[src/rtl/procyon_lsu_st_resp.sv]
// procyon_lsu_st_resp
//
// Store responder for the load/store unit. It takes one retired store at a
// time from the store queue and sends it to the dcache or to the miss
// handling queue (MHQ). It then reports the outcome back to the store queue.
// Only one store is ever in flight, so the sequence is a fixed four-cycle
// walk through a small FSM.
//
// Ports
//   clk, rst                  rising-edge clock, synchronous active-high reset
//   i_flush                   pipeline flush; drops the store in flight
//   i_sq_retire_*             store launch from the SQ (op/tag/addr/data)
//   o_sq_ready                responder idle and able to accept a store
//   o_dc_rd_en, o_dc_addr     dcache tag lookup; i_dc_hit returns next cycle
//   o_dc_wr_*                 dcache write on a hit (aligned data + lanes)
//   o_mhq_enq_*               MHQ enqueue on a miss (aligned data + lanes)
//   i_mhq_full                MHQ cannot take an enqueue this cycle
//   i_mhq_fill_en/_addr       MHQ line fill in progress (conflict detection)
//   o_update_*                one-cycle outcome report back to the SQ
//
// State table
//   state | meaning
//   IDLE  | waiting for a store from the SQ
//   DT    | dcache tag lookup issued
//   DW    | hit/full sampled, outcome resolved, write or enqueue issued
//   RESP  | outcome reported to the SQ

`ifndef PCYN_OP_WIDTH
`define PCYN_OP_WIDTH 5
`define PCYN_OP_SB    5'h08
`define PCYN_OP_SH    5'h09
`define PCYN_OP_SW    5'h0A
`endif

module procyon_lsu_st_resp #(
  parameter int OPTN_DATA_WIDTH    = 32,
  parameter int OPTN_ADDR_WIDTH    = 32,
  parameter int OPTN_ROB_IDX_WIDTH = 5
) (
  input  logic                           clk,
  input  logic                           rst,

  input  logic                           i_flush,

  input  logic                           i_sq_retire_en,
  input  logic [`PCYN_OP_WIDTH-1:0]      i_sq_retire_op,
  input  logic [OPTN_ROB_IDX_WIDTH-1:0]  i_sq_retire_tag,
  input  logic [OPTN_ADDR_WIDTH-1:0]     i_sq_retire_addr,
  input  logic [OPTN_DATA_WIDTH-1:0]     i_sq_retire_data,
  output logic                           o_sq_ready,

  output logic                           o_dc_rd_en,
  output logic [OPTN_ADDR_WIDTH-1:0]     o_dc_addr,
  input  logic                           i_dc_hit,
  output logic                           o_dc_wr_en,
  output logic [OPTN_DATA_WIDTH-1:0]     o_dc_wr_data,
  output logic [OPTN_DATA_WIDTH/8-1:0]   o_dc_wr_byte_sel,

  output logic                           o_mhq_enq_en,
  output logic [OPTN_ADDR_WIDTH-1:0]     o_mhq_enq_addr,
  output logic [OPTN_DATA_WIDTH-1:0]     o_mhq_enq_data,
  output logic [OPTN_DATA_WIDTH/8-1:0]   o_mhq_enq_byte_sel,
  input  logic                           i_mhq_full,
  input  logic                           i_mhq_fill_en,
  input  logic [OPTN_ADDR_WIDTH-1:0]     i_mhq_fill_addr,

  output logic                           o_update_en,
  output logic                           o_update_retry,
  output logic                           o_update_replay,
  output logic                           o_update_mhq_retry,
  output logic                           o_update_mhq_replay
);

  localparam int DATA_BYTES = OPTN_DATA_WIDTH / 8;
  // Cache line offset bits; addresses that agree above this belong to one line.
  localparam int LINE_LSB   = $clog2(DATA_BYTES) + 2;

  typedef enum logic [1:0] {
    IDLE = 2'd0,
    DT   = 2'd1,
    DW   = 2'd2,
    RESP = 2'd3
  } state_t;

  // Outcome flags, packed as {retry, replay, mhq_retry, mhq_replay}
  localparam logic [3:0] FLAGS_DONE       = 4'b0000;
  localparam logic [3:0] FLAGS_REPLAY     = 4'b1100;
  localparam logic [3:0] FLAGS_MHQ_RETRY  = 4'b1010;
  localparam logic [3:0] FLAGS_MHQ_REPLAY = 4'b1001;

  state_t state_q;
  state_t state_d;

  logic                          accept;

  // Captured store, no reset needed: only read while a store is in flight
  logic [`PCYN_OP_WIDTH-1:0]     op_q;
  logic [OPTN_ROB_IDX_WIDTH-1:0] tag_q;
  logic [OPTN_ADDR_WIDTH-1:0]    addr_q;
  logic [OPTN_DATA_WIDTH-1:0]    data_q;

  logic                          fill_match;
  logic                          conflict_q;
  logic                          conflict_dw;
  logic [3:0]                    outcome_d;
  logic [3:0]                    flags_q;

  logic [DATA_BYTES-1:0]         byte_sel;
  logic [OPTN_DATA_WIDTH-1:0]    aligned_data;

  // The tag travels with the store for debug visibility only; the SQ already
  // knows which entry it launched. The low fill address bits are line offset.
  logic                          unused;
  assign unused = ^{tag_q, i_mhq_fill_addr[LINE_LSB-1:0]};

  // State register
  always_ff @(posedge clk) begin
    if (rst) begin
      state_q <= IDLE;
    end else begin
      state_q <= state_d;
    end
  end

  // Next-state and control outputs
  always_comb begin
    state_d      = state_q;
    accept       = 1'b0;
    o_sq_ready   = 1'b0;
    o_dc_rd_en   = 1'b0;
    o_dc_wr_en   = 1'b0;
    o_mhq_enq_en = 1'b0;
    o_update_en  = 1'b0;

    case (state_q)
      IDLE: begin
        o_sq_ready = ~i_flush;
        if (i_sq_retire_en && !i_flush) begin
          accept  = 1'b1;
          state_d = DT;
        end
      end

      DT: begin
        o_dc_rd_en = 1'b1;
        state_d    = i_flush ? IDLE : DW;
      end

      DW: begin
        if (i_flush) begin
          state_d = IDLE;
        end else begin
          state_d      = RESP;
          // A pending fill to the same line would overwrite this store, so
          // neither write nor enqueue; the SQ replays it after the fill.
          o_dc_wr_en   = ~conflict_dw & i_dc_hit;
          o_mhq_enq_en = ~conflict_dw & ~i_dc_hit & ~i_mhq_full;
        end
      end

      RESP: begin
        state_d     = IDLE;
        o_update_en = ~i_flush;
      end

      default: begin
        state_d = IDLE;
      end
    endcase
  end

  // Store capture on acceptance
  always_ff @(posedge clk) begin
    if (accept) begin
      op_q   <= i_sq_retire_op;
      tag_q  <= i_sq_retire_tag;
      addr_q <= i_sq_retire_addr;
      data_q <= i_sq_retire_data;
    end
  end

  // Fill conflict tracking: a matching fill seen in DT is remembered so it
  // still counts when the outcome is resolved in DW.
  assign fill_match  = i_mhq_fill_en &&
                       (i_mhq_fill_addr[OPTN_ADDR_WIDTH-1:LINE_LSB] ==
                        addr_q[OPTN_ADDR_WIDTH-1:LINE_LSB]);
  assign conflict_dw = conflict_q | fill_match;

  always_ff @(posedge clk) begin
    conflict_q <= (state_q == DT) && fill_match;
  end

  // Outcome resolution, first match wins
  always_comb begin
    outcome_d = FLAGS_MHQ_RETRY;
    if (conflict_dw) begin
      outcome_d = FLAGS_REPLAY;
    end else if (i_dc_hit) begin
      outcome_d = FLAGS_DONE;
    end else if (i_mhq_full) begin
      outcome_d = FLAGS_MHQ_REPLAY;
    end
  end

  always_ff @(posedge clk) begin
    if (state_q == DW) begin
      flags_q <= outcome_d;
    end
  end

  // Flags are forced low outside the update cycle so the SQ can read them
  // without qualifying.
  assign o_update_retry      = o_update_en & flags_q[3];
  assign o_update_replay     = o_update_en & flags_q[2];
  assign o_update_mhq_retry  = o_update_en & flags_q[1];
  assign o_update_mhq_replay = o_update_en & flags_q[0];

  // Byte lane decode and data alignment
  always_comb begin
    byte_sel     = '0;
    aligned_data = data_q;
    case (op_q)
      `PCYN_OP_SB: begin
        byte_sel     = DATA_BYTES'(1) << addr_q[1:0];
        aligned_data = data_q << {addr_q[1:0], 3'b000};
      end
      `PCYN_OP_SH: begin
        byte_sel     = DATA_BYTES'(3) << {addr_q[1], 1'b0};
        aligned_data = data_q << {addr_q[1], 4'b0000};
      end
      `PCYN_OP_SW: begin
        byte_sel = '1;
      end
      default: begin
        byte_sel = '0;
      end
    endcase
  end

  assign o_dc_addr          = addr_q;
  assign o_dc_wr_data       = aligned_data;
  assign o_dc_wr_byte_sel   = byte_sel;

  assign o_mhq_enq_addr     = addr_q;
  assign o_mhq_enq_data     = aligned_data;
  assign o_mhq_enq_byte_sel = byte_sel;

endmodule

[config.mk]
export PLATFORM = sky130hd
export DESIGN_NAME = procyon_lsu_st_resp
export DESIGN_NICKNAME = d
export VERILOG_FILES = /design/src/rtl/procyon_lsu_st_resp.sv
export SDC_FILE = /design/constraint.sdc
export NUM_CORES = 1
export LEC_CHECK = 0
export ABC_CLOCK_PERIOD_IN_PS = 2650
export CORE_ASPECT_RATIO = 0.8
export CORE_UTILIZATION = 33
export DETAILED_ROUTE_END_ITERATION = 10
export PLACE_DENSITY = 0.87
export SKIP_LAST_GASP = 1
export SYNTH_ARGS = -nofsm -noshare
export SYNTH_HDL_FRONTEND = slang
export SYNTH_SLANG_ARGS = --single-unit
[constraint.sdc]
create_clock -name clk -period 2.65 [get_ports clk]
set_input_delay 0.53 -clock clk [delete_from_list [all_inputs] [get_ports clk]]
set_output_delay 0.53 -clock clk [all_outputs]
set_load 0.02 [all_outputs]
---- Word level (Yosys, flattened, before mapping) ----
Cells that the tools add are included.
Widths: inputs -> output; s select.
word-level totals
  bits in registers ....................... 76
  bits of input ports ..................... 113
  output and inout port bits .............. 145
  word-level logic and storage cells ...... 54
cells by class
  eq/ne operators ......................... 8
  shift operators ......................... 4
  muxes and demuxes ....................... 17
  bitwise gates (word level) .............. 12
  reductions and logical operators ........ 6
operators with widths
  operator             count
  $pmux 32 s2          1
  $shl 32x5->32        2
  $eq 28x28->1         1
  $eq 5x4->1 const B   3
  $pmux 4 s3           1
  $mux 1               9
  $mux 2               4
  $pmux 2 s4           1
  $and 1x1->1          7
  $eq 2x2->1 const B   2
  $mux 4               1
  $not 1->1            4
  $shl 1x2->4 const A  1
  $shl 2x2->4 const A  1
  $logic_and 1x1->1    3
  $eq 2x1->1 const B   1
  $logic_not 2->1      1
  $ne 2x2->1 const B   1
  $reduce_or 2->1      1
  $logic_not 1->1      1
  $or 1x1->1           1

---- Longest topological paths before layout ----
Gate-level depths: netlist of the first run.
  word-level depth ........................ 8
  mapped depth ............................ 8
  depth with buffers taken out ............ 5

---- Worst setup path after synthesis of the first run ----
No wires, ideal clock.
  path type ............................... input port to flip-flop
  start ................................... input port i_flush
  end ..................................... register data_q[0], enable pin
  library setup time ...................... 435 ps
  arrival time ............................ 2,774 ps
  required time ........................... 2,215 ps
  path slack .............................. -559 ps
  stages on the path ...................... 2
  path buffers ............................ 0
  path through ............................ nor3_1 > and2_1
between the ends
  longest elaborated chain between the ends .. 4
ends and longest elaborated chain
  element                 RTL line  source
  start: declaration      43        input logic i_flush,
  $logic_not 1->1         138       if (i_sq_retire_en && !i_flush) begin
  $logic_and 1x1->1       138
  $mux 1                  138
  $mux 1                  135       case (state_q)
  via accept              94        logic accept;
  end signal: assignment  178       data_q <= i_sq_retire_data;
  end: declaration        100       logic [OPTN_DATA_WIDTH-1:0] data_q;
The timed path passes the listed nets, and every way through them passes these cells.
A chain may end at the register's enable or synchronous reset.

---- Final worst setup path of the first run ----
  start ................................... register op_q[4]
  end ..................................... output port o_dc_wr_data[26]
between the ends
  longest elaborated chain between the ends .. 2
  elaborated cells between the ends (all ways) .. 3
  classes of those cells .................. eq/ne: 2; mux: 1
ends and longest elaborated chain
  element                   RTL line  source
  start: declaration        97        logic [`PCYN_OP_WIDTH-1:0] op_q;
  start signal: assignment  175       op_q <= i_sq_retire_op;
  $eq 5x4->1                222       case (op_q)
  $pmux 32 s2 (*)           222
  end: declaration          56        output logic [OPTN_DATA_WIDTH-1:0] o_dc_wr_data,
Mark *: on every way between the ends. The rest lies on a longest branch, timed or not.

==> results.md, run 1 <==
- The hold path startpoint is conflict_q$_DFF_P_.
- Of all cell types, the one taking the most synthesized area is edfxtp_1.
- The number of stages on the worst hold path is 1.
- The average wire per cell in the routed design is 16.71 um.
- The type of element launching the critical path is a register.
- In the global route stage, overall resource usage came out at 0.1846.
- The synthesis-stage register bit count is 76.
- The final-layout worst hold slack is 0.5912 ns.
- The worst setup slack after layout is 0.003330 ns.
- In this run the power density over the cells is 525.1 nW/um2.
- For this design, the sink count on the clock tree is 76.
- The number of I/O port buffers is 248.
- The sequential area share after synthesis is 0.5657.
- Detailed placement finished with a half-perimeter wire length of 9.122 mm.
- The clock tree from TritonCTS is done.
- Once placement finished, the instance area stood at 6312 um2.
- For hold timing, the worst endpoint is flags_q[2]$_SDFFCE_PP1N_.
- The floorplan row count is 35.
- The synthesis-to-finish area growth is 64.39%.
- The highest clock rate is 377.8 MHz.
- Clock-pin slew was measured on the worst setup and hold paths at 0.06 ns.
- The internal reg-to-reg setup slack is 0.76 ns.
- The critical path endpoint category is an output port.
- The aggregate routed wire length is 11.70 mm.
- In this run the tightest slew margin relative to its limit is 0.7320.
- The floorplan die area is 12510 um2.
- The final-report setup violation count is 0.
- Hold repair after CTS inserted 0 buffers.
- The cell area after layout is 6545 um2.
- By area the synthesized netlist is led by edfxtp_1 (55%), buf_4 (13%), a22oi_1 (7.4%).
- The checks that failed: DRC.
- Entering global routing, the biggest net connects 41 pins.
- The total clock buffers created by CTS is 9.
- The number of antenna-violating nets in the routed design is 0.
- After global routing the overflow that remains totals 0.
- For this configuration, the core starts out at a cell density of 0.3418.
- The vias after detailed routing is 3357.
- Yosys mapped the design onto 37 distinct sky130hd cell types.
- The die is 124.8 um wide.
- The wire length of the first global-routing pass is 17.48 mm.
- The net total in the final layout is 660.
- For this run, design rule violations remaining after detail routing come to 26.
- The gate count of the mapped netlist is 340.
- The reported max-cap violation count is 0.
- The post-route clock period utilization is 0.9987.
- On the final layout, the worst clock skew is 0.004180 ns.
- The placeable core area is 11650 um2.
- Of all nets on the critical path, the largest fanout is 6.
- Setup repair after global routing could not meet its margin everywhere.
- The maximum root-to-sink buffer count is 2.
- Overall power consumption after layout is estimated at 0.003437 W.
- The height of the die is 100.2 um.
- The worst reg2reg path startpoint is o_dc_addr[31]$_DFFE_PP_.
- The via count of the first global-routing pass is 3438.
- Yosys printed 0 warnings.
- At the worst endpoint, the required time is 2.12 ns.
- The arrival time of the worst setup path is 2.12 ns.
- The number of pins with negative max-slew slack in the final report is 0.
- The top-level I/O count is 258.
- Of the cells placed in the final design, the portion with a size suffix greater than 1 is 0.2065.
- The worst-case IR drop observed on VDD is 0.0003825 V.
- The mapped cell area is 3981 um2.
- Of the post-synthesis cell area, the dominant cell type holds 0.5506.
- The initial antenna violation count is 0.
- The worst hold path class is register to register.
- Counting cells, the worst reg-to-reg path comes to 6.
- The setup path with the least slack is of type register to output port.
- The number of levels the H-tree was split into is 3.
- The clock latency at the later pin of the worst-skew pair is 0.32 ns.
- The flow ran to the end, but the final reports show violations.
- The starting DRC count in detailed routing is 150.
- In the routed layout, each cell is associated on average with a via count of 4.796.
- The endpoint identified for the worst register-to-register timing path is flags_q[0]$_SDFFCE_PP0N_.
- Summed over all cells, the static leakage comes to 2.583 nW.
- The weighted congestion at the end of routability-driven global placement is 0.8501.
- The post-placement worst setup slack is -0.4785 ns.
- The per-instance average area after synthesis is 11.71 um2.
- The synthesized netlist net count is 453.
- The post-layout minimum cycle time is 2.647 ns.
- The total inserted antenna cells is 0.
- The first TritonRoute pass finished after 9 iterations.
- The hold violation count in the final report is 0.
- At the pin with the least slew margin, the transition time is 0.4020 ns.
- The clock tree root driver cell is clkbuf_16.
worst max-delay path, cell delays in order (launching register included):
cell,delay (ns)
edfxtp_1,0.41
nor3b_4,0.28
nand2b_4,0.11
buf_6,0.14
nor2_2,0.12
buf_6,0.14
a22oi_1,0.06
o21ai_1,0.13
buf_4,0.15
clkdlybuf4s15_2,0.24
layer usage:
metal	part of all wire	wire, um	up-vias	track usage
met5	0	0	-	0
met4	0.022	255	0	0.07692
met3	0.087	1023	25	0.05917
met2	0.54	6282	180	0.3565
met1	0.35	4134	1576	0.1840
li1	-	-	1576	-
layout make-up:
cell class	instances	area (um2)
clock buffer	9	225.2
clock inverter	7	115.1
fill	1012	5104
inverter	3	11.26
multi-input combinational	180	1250
sequential	76	2252
tap	148	185.2
timing repair buffer	277	2506
worst max path at each step:
stage                            from  slack, ns                  to
2_1_floorplan  o_dc_addr[0]$_DFFE_PP_       0.05  o_mhq_enq_data[16]
3_3_place_gp       i_mhq_fill_addr[4]      -0.45          o_dc_wr_en
3_5_place_dp       i_mhq_fill_addr[4]      -0.48        o_mhq_enq_en
4_1_cts             op_q[2]$_DFFE_PP_      -0.16  o_mhq_enq_data[26]
5_1_grt             op_q[4]$_DFFE_PP_       -0.1    o_dc_wr_data[26]
6_report            op_q[4]$_DFFE_PP_      0.003    o_dc_wr_data[26]
metrics by stage:
stage	util	TNS, ns	cells
detailed placement	0.5419	-3.739	682
floorplan	-	0	340
global placement	0.5419	-3.607	682
global route	0.5619	-0.5979	700
finish	0.5619	0	700
CTS	0.5708	-0.2697	701
timing repair:
action	CTS	global route
setup endpoints to repair	74	72
setup buffers	3	0
pin swaps	12	8
resized for setup	191	81
gates cloned	0	0
cell usage after synthesis, drive strengths merged:
cell type,n
nand2b,3
and3,3
xnor2,18
nor2,8
or2b,1
o21a,1
o31ai,3
dfxtp,3
nor4,3
edfxtp,73
o211ai,1
a22oi,39
and2,14
nand3b,1
buf,75
nor3,3
and3b,1
a21boi,1
nor3b,2
inv,3
o21ai,25
clkbuf,6
a21o,1
a221o,1
nand4,5
nand2,33
nor2b,5
xor2,8
sequential cells by signal, summed over array words and instances, names as in the netlist:
| name | flops |
|---|---|
| conflict_q | 1 |
| data_q | 32 |
| flags_q | 4 |
| o_dc_addr | 32 |
| op_q | 5 |
| state_q | 2 |
layout by cell type, fill, tap and decap left out, drive strengths merged, types with 2 or more instances in the layout:
| cell type | count |
|---|---|
| dlygate4sd2 | 30 |
| clkdlybuf4s50 | 160 |
| and2 | 14 |
| dlymetal6s2s | 4 |
| nor3 | 3 |
| a22oi | 39 |
| nor4 | 3 |
| nor2 | 8 |
| nand2 | 33 |
| clkinv | 3 |
| edfxtp | 73 |
| xnor2 | 18 |
| buf | 45 |
| and3 | 3 |
| nand4 | 5 |
| dfxtp | 3 |
| inv | 3 |
| nor3b | 2 |
| nor2b | 5 |
| xor2 | 8 |
| clkdlybuf4s15 | 8 |
| clkbuf | 35 |
| dlygate4sd1 | 4 |
| nand2b | 3 |
| o31ai | 3 |
| bufinv | 3 |
| o21ai | 25 |
power by group:
group | internal [W] | switching [W]
Clock | 0.000916 | 0.000464
Combinational | 0.000324 | 0.000309
Sequential | 0.00138 | 0.0000432
kinds of logic after synthesis:
logic type      after synthesis  synth area share
compound gates               72            0.1207
xor+xnor                     26           0.05720
buf+inv                      84            0.1452
flops                        76            0.5657
simple gates                 82            0.1113
Note: power is estimated with default switching activity, not from simulation.
==> run 2: changes to the inputs <==
--- a/config.mk
+++ b/config.mk
@@ -9,6 +9,7 @@
 export CORE_ASPECT_RATIO = 0.8
 export CORE_UTILIZATION = 33
 export DETAILED_ROUTE_END_ITERATION = 10
+export MAX_ROUTING_LAYER = met4
 export PLACE_DENSITY = 0.87
 export SKIP_LAST_GASP = 1
 export SYNTH_ARGS = -nofsm -noshare
==> results.md, run 2 (synthesis results as in run 1) <==
- The worst pin sits at a relative slew slack of 0.7341.
- The wire length of the first global-routing pass is 17.45 mm.
- For the worst setup path, the data required time is 2.12 ns.
- The pin count of the biggest net entering global routing is 41.
- For this configuration, the core starts out at a cell density of 0.3418.
- The detailed-routed wire length on met3 is 834 um.
- The vias after detailed routing is 3375.
- The largest fanout on the critical path is 6.
- Port buffering added 248 buffers.
- The library cell used most frequently in the layout, excluding fill and tap cells, is clkdlybuf4s50_1.
- The average wire per cell in the routed design is 16.74 um.
- The setup path with the least slack is of type register to output port.
- The min-delay analysis places its worst path in the category register to register.
- The width of the chip is 124.8 um.
- The aggregate routed wire length is 11.72 mm.
- The clock tree from TritonCTS is done.
- After floorplanning, the core was divided into 35 placement rows.
- The height of the die is 100.2 um.
- The fraction of layout cells with a size suffix above 1 is 0.2065.
- The worst setup path is captured at an output port.
- The via count of the first global-routing pass is 3452.
- The setup TNS is 0 ns.
- In the finished design, the share of the clock period the worst path needs comes to 0.9994.
- The hold violation count in the final report was 0.
- The residual DRC count is 26.
- The repair_antennas step left the layout with diodes totalling 0.
- The worst setup path is launched from a register.
- After clock tree synthesis, the clock-pin slew on the worst setup and hold paths is 0.06 ns.
- The starting DRC count in detailed routing is 171.
- For this design the static power due to leakage is 2.583 nW.
- After floorplanning, the core was sized to cover 11650 um2.
- The congestion estimate from routability-driven global placement came to 0.8635.
- The post-layout minimum cycle time is 2.648 ns.
- The arrival time of the worst setup path is 2.12 ns.
- The flow ran to the end, but the final reports show violations.
- The post-placement worst setup slack is -0.4785 ns.
- The power density of the placed cells is 525.3 nW/um2.
- The die covers 12510 um2.
- The clock passes through at most 2 buffers.
- The final reports fail on DRC.
- At the end of the flow the core is filled with cells to 0.5619.
- The worst-margin pin slew is 0.3989 ns.
- The sum of overflow across all layers after global routing is 0.
- For this run, the detailed router's first-pass iteration total came to 8.
- Setup violations remaining at the end of the flow were counted as 0.
- Timing would allow up to 377.6 MHz.
- In this run, CTS created clock tree buffers numbering 9.
- The initial antenna violation count is 0.
- Clock tree synthesis selected as its root buffer the cell clkbuf_16.
- Across the routed clock network, the largest skew measured is 0.003903 ns.
- The count of fill cells added during filler insertion is 1012.
- In the detailed route, the total length drawn on met2 is 6.349 mm.
- The worst path meets setup with 0.001566 ns of slack.
- The later pin in the worst-skew pair is clocked with a latency of 0.32 ns.
- The detail route stage leaves a number of antenna-violating nets equal to 0.
- Setup repair after global routing could not meet its margin everywhere.
- The global-route total usage across every layer is 0.1903.
- The number of pins with negative max-slew slack in the final report is 0.
- The hold-fix buffer count after cts is 0.
- 258 I/O pins were placed.
- From synthesis to final layout, the design area changed by 64.39%.
- Max-cap violations in this run came to 0.
- The maximum VDD drop is 0.0003830 V.
- CTS built an H-tree with a depth of 3.
- The net total in the final layout is 660.
- The post-route met1 wirelength is 4.339 mm.
- Detailed placement ended at an HPWL of 9.122 mm.
- The highest metal layer used by the detailed router is met4.
- In the routed layout, each cell is associated on average with a via count of 4.821.
- In the layout the commonest cells are clkdlybuf4s50_1 (160), edfxtp_1 (73), a22oi_1 (37).
- The total number of clock tree sinks is 76.
-- run 2: worst paths after layout --
check | start | cells past startpoint | end | slack (ns)
worst max register to register | o_dc_addr[31]$_DFFE_PP_ | 6 | flags_q[0]$_SDFFCE_PP0N_ | 0.76
worst min register to register | conflict_q$_DFF_P_ | 1 | flags_q[2]$_SDFFCE_PP1N_ | 0.59
worst min-delay path | conflict_q$_DFF_P_ | 1 | flags_q[2]$_SDFFCE_PP1N_ | 0.59
worst max-delay path | op_q[4]$_DFFE_PP_ | 9 | o_dc_wr_data[26] | 0.002
-- run 2: repair_timing --
action	4_1_cts	5_1_grt
pin swaps	12	8
cloned	0	0
gates resized for setup	191	81
setup buffers	3	0
setup endpoints to repair	74	72
-- run 2: per-stage QoR --
step | total power [W] | hold WS [ns] | cells | instance area (um2)
3_3_place_gp | 0.002108 | 0.5490 | 682 | 6312
5_1_grt | 0.003572 | 0.6095 | 700 | 6545
4_1_cts | 0.003487 | 0.5864 | 701 | 6649
3_5_place_dp | 0.002125 | 0.5722 | 682 | 6312
6_report | 0.003438 | 0.5925 | 700 | 6545
2_1_floorplan | 0.001771 | 0.5324 | 340 | 3983
-- run 2: layout make-up --
cell class,instances,area (um2),share of cell area
Sequential cell,76,2252,0.3441
Clock buffer,9,225.2,0.03441
Multi-Input combinational cell,180,1250,0.1910
Clock inverter,7,115.1,0.01759
Timing Repair Buffer,277,2506,0.3829
Tap cell,148,185.2,0.02829
Inverter,3,11.26,0.001721
-- run 2: worst max-delay path, cell delays in order, from the launching register on --
cell and delay [ns]:
edfxtp_1 0.41, nor3b_4 0.29, nand2b_4 0.11, buf_6 0.14, nor2_2 0.11, buf_6 0.14
a22oi_1 0.06, o21ai_1 0.13, buf_4 0.15, clkdlybuf4s15_2 0.24
-- run 2: metal layers --
layer  track usage  vias to the layer above
li1              -                     1575
met3       0.04744                       20
met2        0.3574                      183
met4       0.07692                        0
met1        0.1904                     1597
met5             -                        -
-- run 2: report_power, final --
part | internal [W] | total (W) | switching [W]
registers | 0.00138 | 0.00142 | 0.0000434
logic | 0.000324 | 0.000633 | 0.000309
clock network | 0.000916 | 0.00138 | 0.000465
total | 0.00262 | 0.00344 | 0.000817
==> run 3: changes to the inputs <==
--- a/config.mk
+++ b/config.mk
@@ -6,7 +6,7 @@
 export NUM_CORES = 1
 export LEC_CHECK = 0
 export ABC_CLOCK_PERIOD_IN_PS = 2650
-export CORE_ASPECT_RATIO = 0.8
+export CORE_ASPECT_RATIO = 0.6
 export CORE_UTILIZATION = 33
 export DETAILED_ROUTE_END_ITERATION = 10
 export MAX_ROUTING_LAYER = met4
==> results.md, run 3 (synthesis results as in run 1) <==
- Max-cap violations in this run came to 0.
- The synthesis-to-finish area growth is 63.58%.
- The H-tree generated during clock tree synthesis spans 3 levels.
- The total clock buffers created by CTS is 9.
- Across the routed clock network, the largest skew measured is 0.009969 ns.
- The longest individual stage delay on the worst path is 0.39 ns.
- The worst hold path belongs to the class register to register.
- The initial antenna violation count is 1.
- The weighted congestion at the end of routability-driven global placement is 0.8591.
- The clock latency at the later pin of the worst-skew pair is 0.33 ns.
- The clock period could shrink to 2.640 ns.
- The die is 143.8 um wide.
- Along the worst path, the maximum fanout reaches 21.
- The number of buffers and inverters on the critical path is 2.
- The setup TNS is 0 ns.
- The vias after detailed routing is 3362.
- For this run the aggregate overflow at the end of global routing stands at 0.
- The hold path startpoint is conflict_q$_DFF_P_.
- Summed over all layers, the routed wires come to 11.87 mm.
- Broken down by cell family, the worst path's largest delay share belongs to simple AND/OR/NAND/NOR gates.
- The share of the core filled with cells is 0.5651.
- After detailed routing, the number of vias per cell comes to 4.749.
- The hold violation count in the final report came to 0.
- The static leakage power is 2.534 nW.
- The floorplan step defined a die boundary enclosing 12520 um2.
- In this run the critical register-to-register path is captured at flags_q[0]$_SDFFCE_PP0N_.
- In the final layout, the share of cells above drive strength 1 is 0.2102.
- The worst setup path is launched from a register.
- The count of fill cells added during filler insertion is 991.
- Setup violations remaining at the end of the flow were counted as 0.
- The maximum VDD drop is 0.0003271 V.
- The via count of the first global-routing pass is 3386.
- The worst reg2reg path startpoint is o_dc_addr[31]$_DFFE_PP_.
- The critical path endpoint category is an output port.
- Counting instances, the worst hold path has a depth of 1.
- No sink is reached through more buffers than the 2 on the longest clock path.
- For this run, the total global-route usage over all layers was measured as 0.1906.
- For this design, the sink count on the clock tree is 76.
- In the finished design, the share of the clock period the worst path needs comes to 0.9961.
- Data on the critical path is required at its endpoint by 2.12 ns.
- After detailed routing, the number of remaining DRC violations is 0.
- In the layout the commonest cells are clkdlybuf4s50_1 (160), edfxtp_1 (73), a22oi_1 (35).
- The floorplan row count is 30.
- The worst hold path terminates at flags_q[2]$_SDFFCE_PP1N_.
- The total iterations of the first detailed-routing run is 5.
- The clock tree from TritonCTS is done.
- The total power consumption of the routed design is 0.003385 W.
- The flow ran to the end, and the final reports show no timing, DRC or antenna violations.
- The height of the die is 87.08 um.
- Port buffering added 248 buffers.
- The clock tree root driver cell is clkbuf_16.
- In the final routed layout, each cell accounts on average for 16.76 um.
- At the pin with the least slew margin, the transition time is 0.4033 ns.
- The number of pins with negative max-slew slack in the final report is 0.
- For this configuration, the core starts out at a cell density of 0.3455.
- The HPWL after detailed placement is 9.186 mm.
- The net total in the final layout is 655.
- The wire length of the first global-routing pass is 17.19 mm.
- The clock-pin transition on the worst setup and hold timing paths is 0.06 ns.
- The pin count of the biggest net entering global routing is 42.
- The floorplan step defined a core boundary enclosing 11520 um2.
- Pin placement for this block handled 258 I/O pins.
- The signal on the critical path passes through nor3b_2 > nand2b_1 > nor2_4 > buf_12 > a22oi_1 > o21ai_1 > dlygate4sd2_1.
- In this run the register-to-register setup slack is 0.77 ns.
- The power density of the placed cells is 519.7 nW/um2.
- In this run, the number of DRC markers left after iteration 0 of detailed routing was 144.
- The arrival time of the worst setup path is 2.11 ns.
- In this run the tightest slew margin relative to its limit is 0.7306.
- The number of antenna-violating nets in the routed design is 0.
- The path type of the worst setup path is register to output port.
- The most common cell after layout, fill and taps aside is clkdlybuf4s50_1.
- The depth of the worst register-to-register path is 6.
- Setup repair after global routing could not meet its margin everywhere.
- For this design, the slowest cell found on the critical path is edfxtp_1.
- The highest clock rate is 378.8 MHz.
## run 3: changes by cell type in the layout (fill, tap and decap cells not counted), sizes merged, moves of 2 or more
cell,delta
dlygate4sd2,+3
buf,+10
clkinv,-2
clkdlybuf4s15,-2
clkbuf,-7
dlymetal6s2s,-2
dlygate4sd1,-4
## run 3: metal layers
metal / vias up / global-route usage / wire (um)
met1: 1606 / 0.2037 / 4437
met5: - / - / 0
met3: 12 / 0.06652 / 1163
met2: 178 / 0.3358 / 6115
li1: 1566 / - / -
met4: 0 / 0.05416 / 152
## run 3: worst max path at each step
stage	startpoint	endpoint	slack (ns)	cells after the start
3_3_place_gp	i_mhq_fill_addr[4]	o_dc_wr_en	-0.44	7
6_report	op_q[4]$_DFFE_PP_	o_dc_wr_data[12]	0.01	7
4_1_cts	op_q[2]$_DFFE_PP_	o_dc_wr_data[23]	-0.09	7
2_1_floorplan	o_dc_addr[0]$_DFFE_PP_	o_mhq_enq_data[16]	0.05	6
5_1_grt	op_q[4]$_DFFE_PP_	o_dc_wr_data[8]	-0.10	8
3_5_place_dp	i_mhq_fill_addr[11]	o_dc_wr_en	-0.49	7
## run 3: worst reg2reg max path, stage by stage (launching register included)
cell and delay, ns:
edfxtp_1 0.44, xor2_1 0.19, a221o_1 0.31, nor4_4 0.20
nand4_4 0.14, buf_4 0.18, and3_1 0.17
## run 3: timing repair
item | CTS | global route
setup endpoints to repair | 74 | 70
gates cloned | 0 | 0
hold buffers | 0 | 0
setup buffers | 3 | 1
resized for setup | 237 | 59
pin swaps | 17 | 9
## run 3: cell type report
cell class	count	area (um2)	share of cell area
antenna	1	2.502	0.0003842
clock buffer	12	256.5	0.03939
clock inverter	4	72.57	0.01114
inverter	3	11.26	0.001729
multi-input combinational	180	1260	0.1935
sequential	76	2252	0.3458
tap	160	200.2	0.03074
timing repair buffer	272	2457	0.3773
## run 3: where the power goes
| group | leakage, nW | internal, W | total (W) | switching (W) |
|---|---|---|---|---|
| Sequential | 0.703 | 0.00138 | 0.00142 | 0.0000431 |
| Clock | 0.159 | 0.000875 | 0.00133 | 0.000457 |
| Combinational | 1.67 | 0.000323 | 0.000630 | 0.000307 |
## run 3: metrics by stage
stage / hold slack [ns] / instances / area [um2] / setup slack, ns
5_1_grt: 0.6055 / 708 / 6513 / -0.1010
2_1_floorplan: 0.5324 / 340 / 3983 / 0.05023
6_report: 0.5854 / 708 / 6513 / 0.01038
3_5_place_dp: 0.5740 / 688 / 6282 / -0.4917
3_3_place_gp: 0.5473 / 688 / 6282 / -0.4385
4_1_cts: 0.5885 / 707 / 6504 / -0.09012
